`src/rtl/leaf_dispatch_pkg.sv`:
```
// Shared types and default sizing for the leaf job dispatcher.
package leaf_dispatch_pkg;

    typedef enum logic [1:0] {
        IDLE = 2'd0,
        RUN  = 2'd1,
        PEND = 2'd2
    } leaf_state_e;

    localparam int N_LEAF_DEF    = 5;
    localparam int JOB_W_DEF     = 16;
    localparam int CPL_DEPTH_DEF = 4;

    // Index width for n entries, never narrower than one bit.
    function automatic int id_width(input int n);
        return (n <= 1) ? 1 : $clog2(n);
    endfunction

endpackage

```
`src/rtl/leaf_job_dispatcher_if.sv`:
```
// Upstream job handshake and downstream completion handshake of the dispatcher.
interface leaf_job_dispatcher_if #(
    parameter int JOB_W = leaf_dispatch_pkg::JOB_W_DEF,
    parameter int ID_W  = leaf_dispatch_pkg::id_width(leaf_dispatch_pkg::N_LEAF_DEF)
);
    logic             job_valid;
    logic             job_ready;
    logic [JOB_W-1:0] job_data;
    logic             cpl_valid;
    logic             cpl_ready;
    logic [ID_W-1:0]  cpl_leaf;

    modport master (
        output job_valid, job_data, cpl_ready,
        input  job_ready, cpl_valid, cpl_leaf
    );

    modport slave (
        input  job_valid, job_data, cpl_ready,
        output job_ready, cpl_valid, cpl_leaf
    );
endinterface

```
`src/rtl/leaf_cpl_fifo.sv`:
```
// Completion FIFO holding leaf indices; a push is accepted when full only if a pop
// happens in the same cycle.
module leaf_cpl_fifo #(
    parameter int WIDTH = 3,
    parameter int DEPTH = 4
) (
    input  logic             clk,
    input  logic             rst_n,
    input  logic             push,
    input  logic [WIDTH-1:0] push_data,
    output logic             push_ok,
    input  logic             pop_ready,
    output logic             valid,
    output logic [WIDTH-1:0] data
);
    localparam int AW = $clog2(DEPTH);

    logic [WIDTH-1:0] mem [DEPTH];
    logic [AW-1:0]    wr_ptr;
    logic [AW-1:0]    rd_ptr;
    logic [AW:0]      count;
    logic             full;
    logic             pop;
    logic             do_push;

    assign full    = (count == (AW+1)'(DEPTH));
    assign valid   = (count != '0);
    assign pop     = valid && pop_ready;
    assign push_ok = !full || pop;
    assign do_push = push && push_ok;
    assign data    = valid ? mem[rd_ptr] : '0;

    always_ff @(posedge clk) begin
        if (do_push) begin
            mem[wr_ptr] <= push_data;
        end
    end

    // Pointers are AW bits wide so they wrap at DEPTH on their own.
    always_ff @(posedge clk or negedge rst_n) begin
        if (!rst_n) begin
            wr_ptr <= '0;
            rd_ptr <= '0;
            count  <= '0;
        end else begin
            if (do_push) begin
                wr_ptr <= wr_ptr + 1'b1;
            end
            if (pop) begin
                rd_ptr <= rd_ptr + 1'b1;
            end
            case ({do_push, pop})
                2'b10:   count <= count + 1'b1;
                2'b01:   count <= count - 1'b1;
                default: count <= count;
            endcase
        end
    end
endmodule

```
`src/rtl/leaf_job_dispatcher.sv`:
```
// Round-robin job dispatcher for N_LEAF leaves with per-leaf FSMs and a completion queue.
//   state | meaning
//   IDLE  | leaf free, eligible for dispatch
//   RUN   | job started, waiting for leaf_done
//   PEND  | done seen, waiting to push its completion record
module leaf_job_dispatcher
    import leaf_dispatch_pkg::*;
#(
    parameter int N_LEAF    = N_LEAF_DEF,
    parameter int JOB_W     = JOB_W_DEF,
    parameter int CPL_DEPTH = CPL_DEPTH_DEF
) (
    input  logic              clk,
    input  logic              rst_n,
    leaf_job_dispatcher_if.slave bus,
    output logic [N_LEAF-1:0] leaf_start,
    output logic [JOB_W-1:0]  leaf_job,
    input  logic [N_LEAF-1:0] leaf_done,
    output logic [N_LEAF-1:0] busy
);
    localparam int ID_W = id_width(N_LEAF);

    leaf_state_e       state_q [N_LEAF];
    leaf_state_e       state_d [N_LEAF];
    logic [ID_W-1:0]   rr_ptr;
    logic [ID_W-1:0]   sel;
    logic [ID_W-1:0]   push_id;
    logic              any_idle;
    logic              pend_any;
    logic              push_ok;
    logic              push;
    logic              accept;

    // First IDLE leaf at or after rr_ptr, searching modulo N_LEAF.
    always_comb begin
        sel      = '0;
        any_idle = 1'b0;
        for (int k = 0; k < N_LEAF; k++) begin
            if (!any_idle && state_q[(int'(rr_ptr) + k) % N_LEAF] == IDLE) begin
                any_idle = 1'b1;
                sel      = ID_W'((int'(rr_ptr) + k) % N_LEAF);
            end
        end
    end

    always_comb begin
        push_id  = '0;
        pend_any = 1'b0;
        for (int i = 0; i < N_LEAF; i++) begin
            if (!pend_any && state_q[i] == PEND) begin
                pend_any = 1'b1;
                push_id  = ID_W'(i);
            end
        end
    end

    assign bus.job_ready = any_idle;
    assign accept        = bus.job_valid && any_idle;
    assign push          = pend_any && push_ok;

    always_comb begin
        for (int i = 0; i < N_LEAF; i++) begin
            state_d[i] = state_q[i];
            case (state_q[i])
                IDLE:    if (accept && sel == ID_W'(i))     state_d[i] = RUN;
                RUN:     if (leaf_done[i])                  state_d[i] = PEND;
                PEND:    if (push && push_id == ID_W'(i))   state_d[i] = IDLE;
                default: state_d[i] = IDLE;
            endcase
        end
    end

    always_ff @(posedge clk or negedge rst_n) begin
        if (!rst_n) begin
            for (int i = 0; i < N_LEAF; i++) begin
                state_q[i] <= IDLE;
            end
        end else begin
            for (int i = 0; i < N_LEAF; i++) begin
                state_q[i] <= state_d[i];
            end
        end
    end

    always_ff @(posedge clk or negedge rst_n) begin
        if (!rst_n) begin
            rr_ptr     <= '0;
            leaf_start <= '0;
            leaf_job   <= '0;
        end else begin
            leaf_start <= accept ? (N_LEAF'(1) << sel) : '0;
            if (accept) begin
                leaf_job <= bus.job_data;
                rr_ptr   <= (sel == ID_W'(N_LEAF - 1)) ? '0 : sel + 1'b1;
            end
        end
    end

    always_comb begin
        for (int i = 0; i < N_LEAF; i++) begin
            busy[i] = (state_q[i] != IDLE);
        end
    end

    leaf_cpl_fifo #(
        .WIDTH (ID_W),
        .DEPTH (CPL_DEPTH)
    ) u_cpl_fifo (
        .clk       (clk),
        .rst_n     (rst_n),
        .push      (push),
        .push_data (push_id),
        .push_ok   (push_ok),
        .pop_ready (bus.cpl_ready),
        .valid     (bus.cpl_valid),
        .data      (bus.cpl_leaf)
    );
endmodule

```
`src/flat_wrapper.sv`:
```
// flat-port wrapper written by rule: the top's interface ports become plain ports
module leaf_job_dispatcher_flat import leaf_dispatch_pkg::*;
#(
    parameter int N_LEAF    = N_LEAF_DEF,
    parameter int JOB_W     = JOB_W_DEF,
    parameter int CPL_DEPTH = CPL_DEPTH_DEF
)
  (clk, rst_n, leaf_start, leaf_job, leaf_done, busy, bus_job_valid, bus_job_data, bus_cpl_ready, bus_job_ready, bus_cpl_valid, bus_cpl_leaf);
  leaf_job_dispatcher_if #(.JOB_W(JOB_W)) bus_i ();
  input  logic clk;
  input  logic rst_n;
  output logic [N_LEAF-1:0] leaf_start;
  output logic [JOB_W-1:0] leaf_job;
  input  logic [N_LEAF-1:0] leaf_done;
  output logic [N_LEAF-1:0] busy;
  input wire logic [$bits(bus_i.job_valid)-1:0] bus_job_valid;
  input wire logic [$bits(bus_i.job_data)-1:0] bus_job_data;
  input wire logic [$bits(bus_i.cpl_ready)-1:0] bus_cpl_ready;
  output wire logic [$bits(bus_i.job_ready)-1:0] bus_job_ready;
  output wire logic [$bits(bus_i.cpl_valid)-1:0] bus_cpl_valid;
  output wire logic [$bits(bus_i.cpl_leaf)-1:0] bus_cpl_leaf;
  assign bus_i.job_valid = bus_job_valid;
  assign bus_i.job_data = bus_job_data;
  assign bus_i.cpl_ready = bus_cpl_ready;
  assign bus_job_ready = bus_i.job_ready;
  assign bus_cpl_valid = bus_i.cpl_valid;
  assign bus_cpl_leaf = bus_i.cpl_leaf;
  leaf_job_dispatcher #(.N_LEAF(N_LEAF), .JOB_W(JOB_W), .CPL_DEPTH(CPL_DEPTH)) u_core (.clk(clk), .rst_n(rst_n), .bus(bus_i), .leaf_start(leaf_start), .leaf_job(leaf_job), .leaf_done(leaf_done), .busy(busy));
endmodule
```
`config.mk`:
```
export PLATFORM = sky130hd
export DESIGN_NAME = leaf_job_dispatcher_flat
export DESIGN_NICKNAME = d
export VERILOG_FILES = /design/src/rtl/leaf_dispatch_pkg.sv /design/src/rtl/leaf_job_dispatcher_if.sv /design/src/rtl/leaf_cpl_fifo.sv /design/src/rtl/leaf_job_dispatcher.sv /design/src/flat_wrapper.sv
export SDC_FILE = /design/constraint.sdc
export NUM_CORES = 1
export LEC_CHECK = 0
export ABC_AREA = 1
export ABC_CLOCK_PERIOD_IN_PS = 4800
export CAP_MARGIN = 30
export CORE_ASPECT_RATIO = 0.5
export CORE_UTILIZATION = 56
export CTS_CLUSTER_DIAMETER = 100
export DETAILED_ROUTE_END_ITERATION = 8
export GPL_ROUTABILITY_DRIVEN = 0
export PLACE_DENSITY = 0.82
export SLEW_MARGIN = 10
export SYNTH_ARGS = -nofsm -noshare
export SYNTH_HDL_FRONTEND = slang
export SYNTH_SLANG_ARGS = --single-unit
```
`constraint.sdc`:
```
create_clock -name clk -period 4.8 [get_ports clk]
set_input_delay 0.72 -clock clk [delete_from_list [all_inputs] [get_ports clk]]
set_output_delay 0.72 -clock clk [all_outputs]
set_load 0.02 [all_outputs]
```
==> reports/qor.txt <==
Startpoint class of the critical path - register
Critical Path AT - 3.69 ns
Max Buffers Root-to-Sink - 2
Worst-case reg-to-reg path depth - 29
Main synth FF type - dfrtp_1
Synth Area per Inst - 7.55 sq um
Synth-to-layout area growth - 23.7%
Syn Nets - 574
Nets@finish - 643
TritonCTS clock tree - done
Synthesized cell area - 3930 sq um
Fin. Hold Viols - 0
First drt pass iteration count - 4
Core area - 6730 sq um
Setup_tns - 0 ns
Initial antenna violation count - 0
Part of the cycle the worst path needs - 91.8%
Congestion Overflow GR - 0
ANT nets after route - 0
Crit end category - output port
CTS Sinks - 53
Sequential share of the synthesized area - 35.3%
Normalized max-slew margin - 59.5%
Final Slew Violations - 0
Total CTS buffers - 5
Wire length per cell - 13.8 microns
Synth async-reset ratio - 77.4%
Final Util - 72.2%
Largest cells by area after synthesis - dfrtp_1, nand2_1, edfxtp_1
Hold buffer count at CTS - 0
Tmin final - 4.41 ns
Boundary Pins - 56
Htree depth - 2
DR vias/cell - 5.29
Vias in the first global route - 3176
First-pass GRT wire length - 14700 microns
Worst-skew pair later-pin latency - 0.30 ns
Setup violators final - 0
N_diodes - 0
Final WL - 9380 microns
Flops & latches, synth - 53
WP data required - 4.08 ns
YS warnings - 0
Worst Path Max Fanout - 7
CTS root buffer - clkbuf_16
Global route hottest layer - met2
Synth top area share - 26.1%
Post-synth EDFFs - 12
Die Area - 7370 sq um
Share of cells above drive strength 1 - 13.4%
Largest net degree at the start of global routing - 42
Starting Density - 58.4%
FF-to-FF setup slack - 0.43 ns
Clock Pin Slew Worst Setup and Hold Paths - 0.07 ns
Die Y - 61.2 microns
GRT Overall Usage - 25.8%
Clock skew - 0.00981 ns
Via Count - 3605
Synth unique cells - 39
Crit Path Category - reg2out
Cells after synthesis - 520
Maximum clock frequency - 227 MHz
Placement Cell Area - 4550 sq um
Worst Tran Pin Value - 0.602 ns
Number of remaining DRC errors - 0
Met3 Usage GRT - 5.56%
Final instance area - 4860 sq um
Hold Path Class - in2async
DP HPWL - 6470 microns
Grt met2 use - 44.7%
Status - finished clean
RSZ-0062 raised after global routing - no
GR Layer Usage met1 - 33.5%
Max-Cap Viols - 0
Largest area contributor in the netlist - dfrtp_1
PortBufs - 55
Row cnt - 21
Die Span X - 120 microns
DR iter-0 viols - 291
through the flow:
stage                     setup slack (ns)  hold slack, ns  instances
after floorplan                      0.663           0.424        520
after global placement               0.318           0.463        662
after detailed placement             0.173           0.471        662
after CTS                           0.0193           0.488        673
after global routing                 0.143           0.217        682
final                                0.392           0.222        682
cell type report:
| class | count | area [sq um] |
|---|---|---|
| Clock buffer | 6 | 150 |
| Clock inverter | 2 | 38.8 |
| Fill cell | 520 | 1870 |
| Inverter | 81 | 307 |
| Multi-Input combinational cell | 377 | 2180 |
| Sequential cell | 53 | 1390 |
| Tap cell | 92 | 115 |
| Timing Repair Buffer | 71 | 681 |
cells in the mapped netlist, types with 5 or more instances:
cell type	number
nand2_1	143
inv_1	68
nor2_1	45
dfrtp_1	41
nand3_1	32
ha_1	28
o21ai_0	27
nand2_2	14
a21oi_1	13
edfxtp_1	12
inv_2	11
nand4_1	11
xor2_1	11
nand3_2	6
nor3_1	6
o21ai_2	6
nand2_4	5
cell families (layout without fill, tap and decap cells):
logic type	count (synthesis)	count (layout)	share of synthesized area [%]
XOR/XNOR	13	13	3.38
buffers and inverters	90	160	9.62
AO/OA/AOI/OAI	61	61	9.40
flip-flops	53	53	35.3
AND/OR/NAND/NOR	274	274	32.9
adder cells (fa/ha/maj)	29	29	9.43
placed cells by master, fill, tap and decap left out, types with 2 or more instances in the layout:
cell type / instances
inv_2: 11
o21ai_2: 5
o22ai_1: 2
edfxtp_1: 12
nor4_1: 2
o31ai_1: 4
clkbuf_16: 6
clkdlybuf4s50_1: 53
nor3_1: 6
xor2_1: 10
nand3b_1: 4
o21ai_1: 2
nand2_2: 14
dfrtp_2: 2
nand3_1: 32
inv_1: 68
ha_1: 28
nand3_4: 2
nand4_1: 11
nand3_2: 6
nor2_1: 45
a21oi_1: 13
o211ai_1: 4
nand2_1: 143
nand2_4: 5
dfrtp_1: 39
o21ai_0: 27
buf_4: 15
sequential cells by signal, indices dropped and copies added (netlist names):
signal                    count
u_core.u_cpl_fifo.count       3
u_core.leaf_start             5
u_core.rr_ptr                 3
u_core.leaf_job              16
u_core.u_cpl_fifo.rd_ptr      2
u_core.u_cpl_fifo.wr_ptr      2
u_core.state_q               10
u_core.u_cpl_fifo.mem        12
worst max-delay path: stages (launching register included):
cell and delay, ns:
dfrtp_2 0.44, inv_2 0.08, ha_1 0.16, inv_1 0.06, ha_1 0.35, inv_2 0.07
ha_1 0.19, nor2_2 0.11, nand2_1 0.09, nand2_1 0.11, xor2_2 0.22, ha_1 0.22
nand2_1 0.07, nand2_2 0.10, nand2_2 0.10, nand2_4 0.10, nand2_4 0.07, nand2_1 0.06
o21ai_0 0.07, nand2_1 0.10, nand3_2 0.15, nor2_4 0.18, nand2_4 0.08, dlymetal6s2s_1 0.21
what timing repair did:
action	in CTS	in global routing
gates cloned	0	0
endpoints found under the setup margin	1	1
setup buffers	3	8
resized for setup	2	3
worst paths after layout:
check	endpoint	from
setup / recovery	bus_job_ready	u_core.rr_ptr[1]
hold / removal	u_core.u_cpl_fifo.count[1]	rst_n
setup reg to reg	u_core.rr_ptr[2]	u_core.rr_ptr[1]
hold reg to reg	u_core.leaf_job[10]	u_core.leaf_job[10]
max in group asynchronous	u_core.rr_ptr[1]	rst_n
min in group clk	u_core.leaf_job[10]	u_core.leaf_job[10]
metal layers:
metal	vias up	wire length, microns
met5	-	0
met4	0	168
met3	17	630
met2	130	4400
met1	1653	4180
li1	1805	-
Power is not shown: default switching activity piles up to over one toggle a cycle in this logic, so the estimate is an artifact.
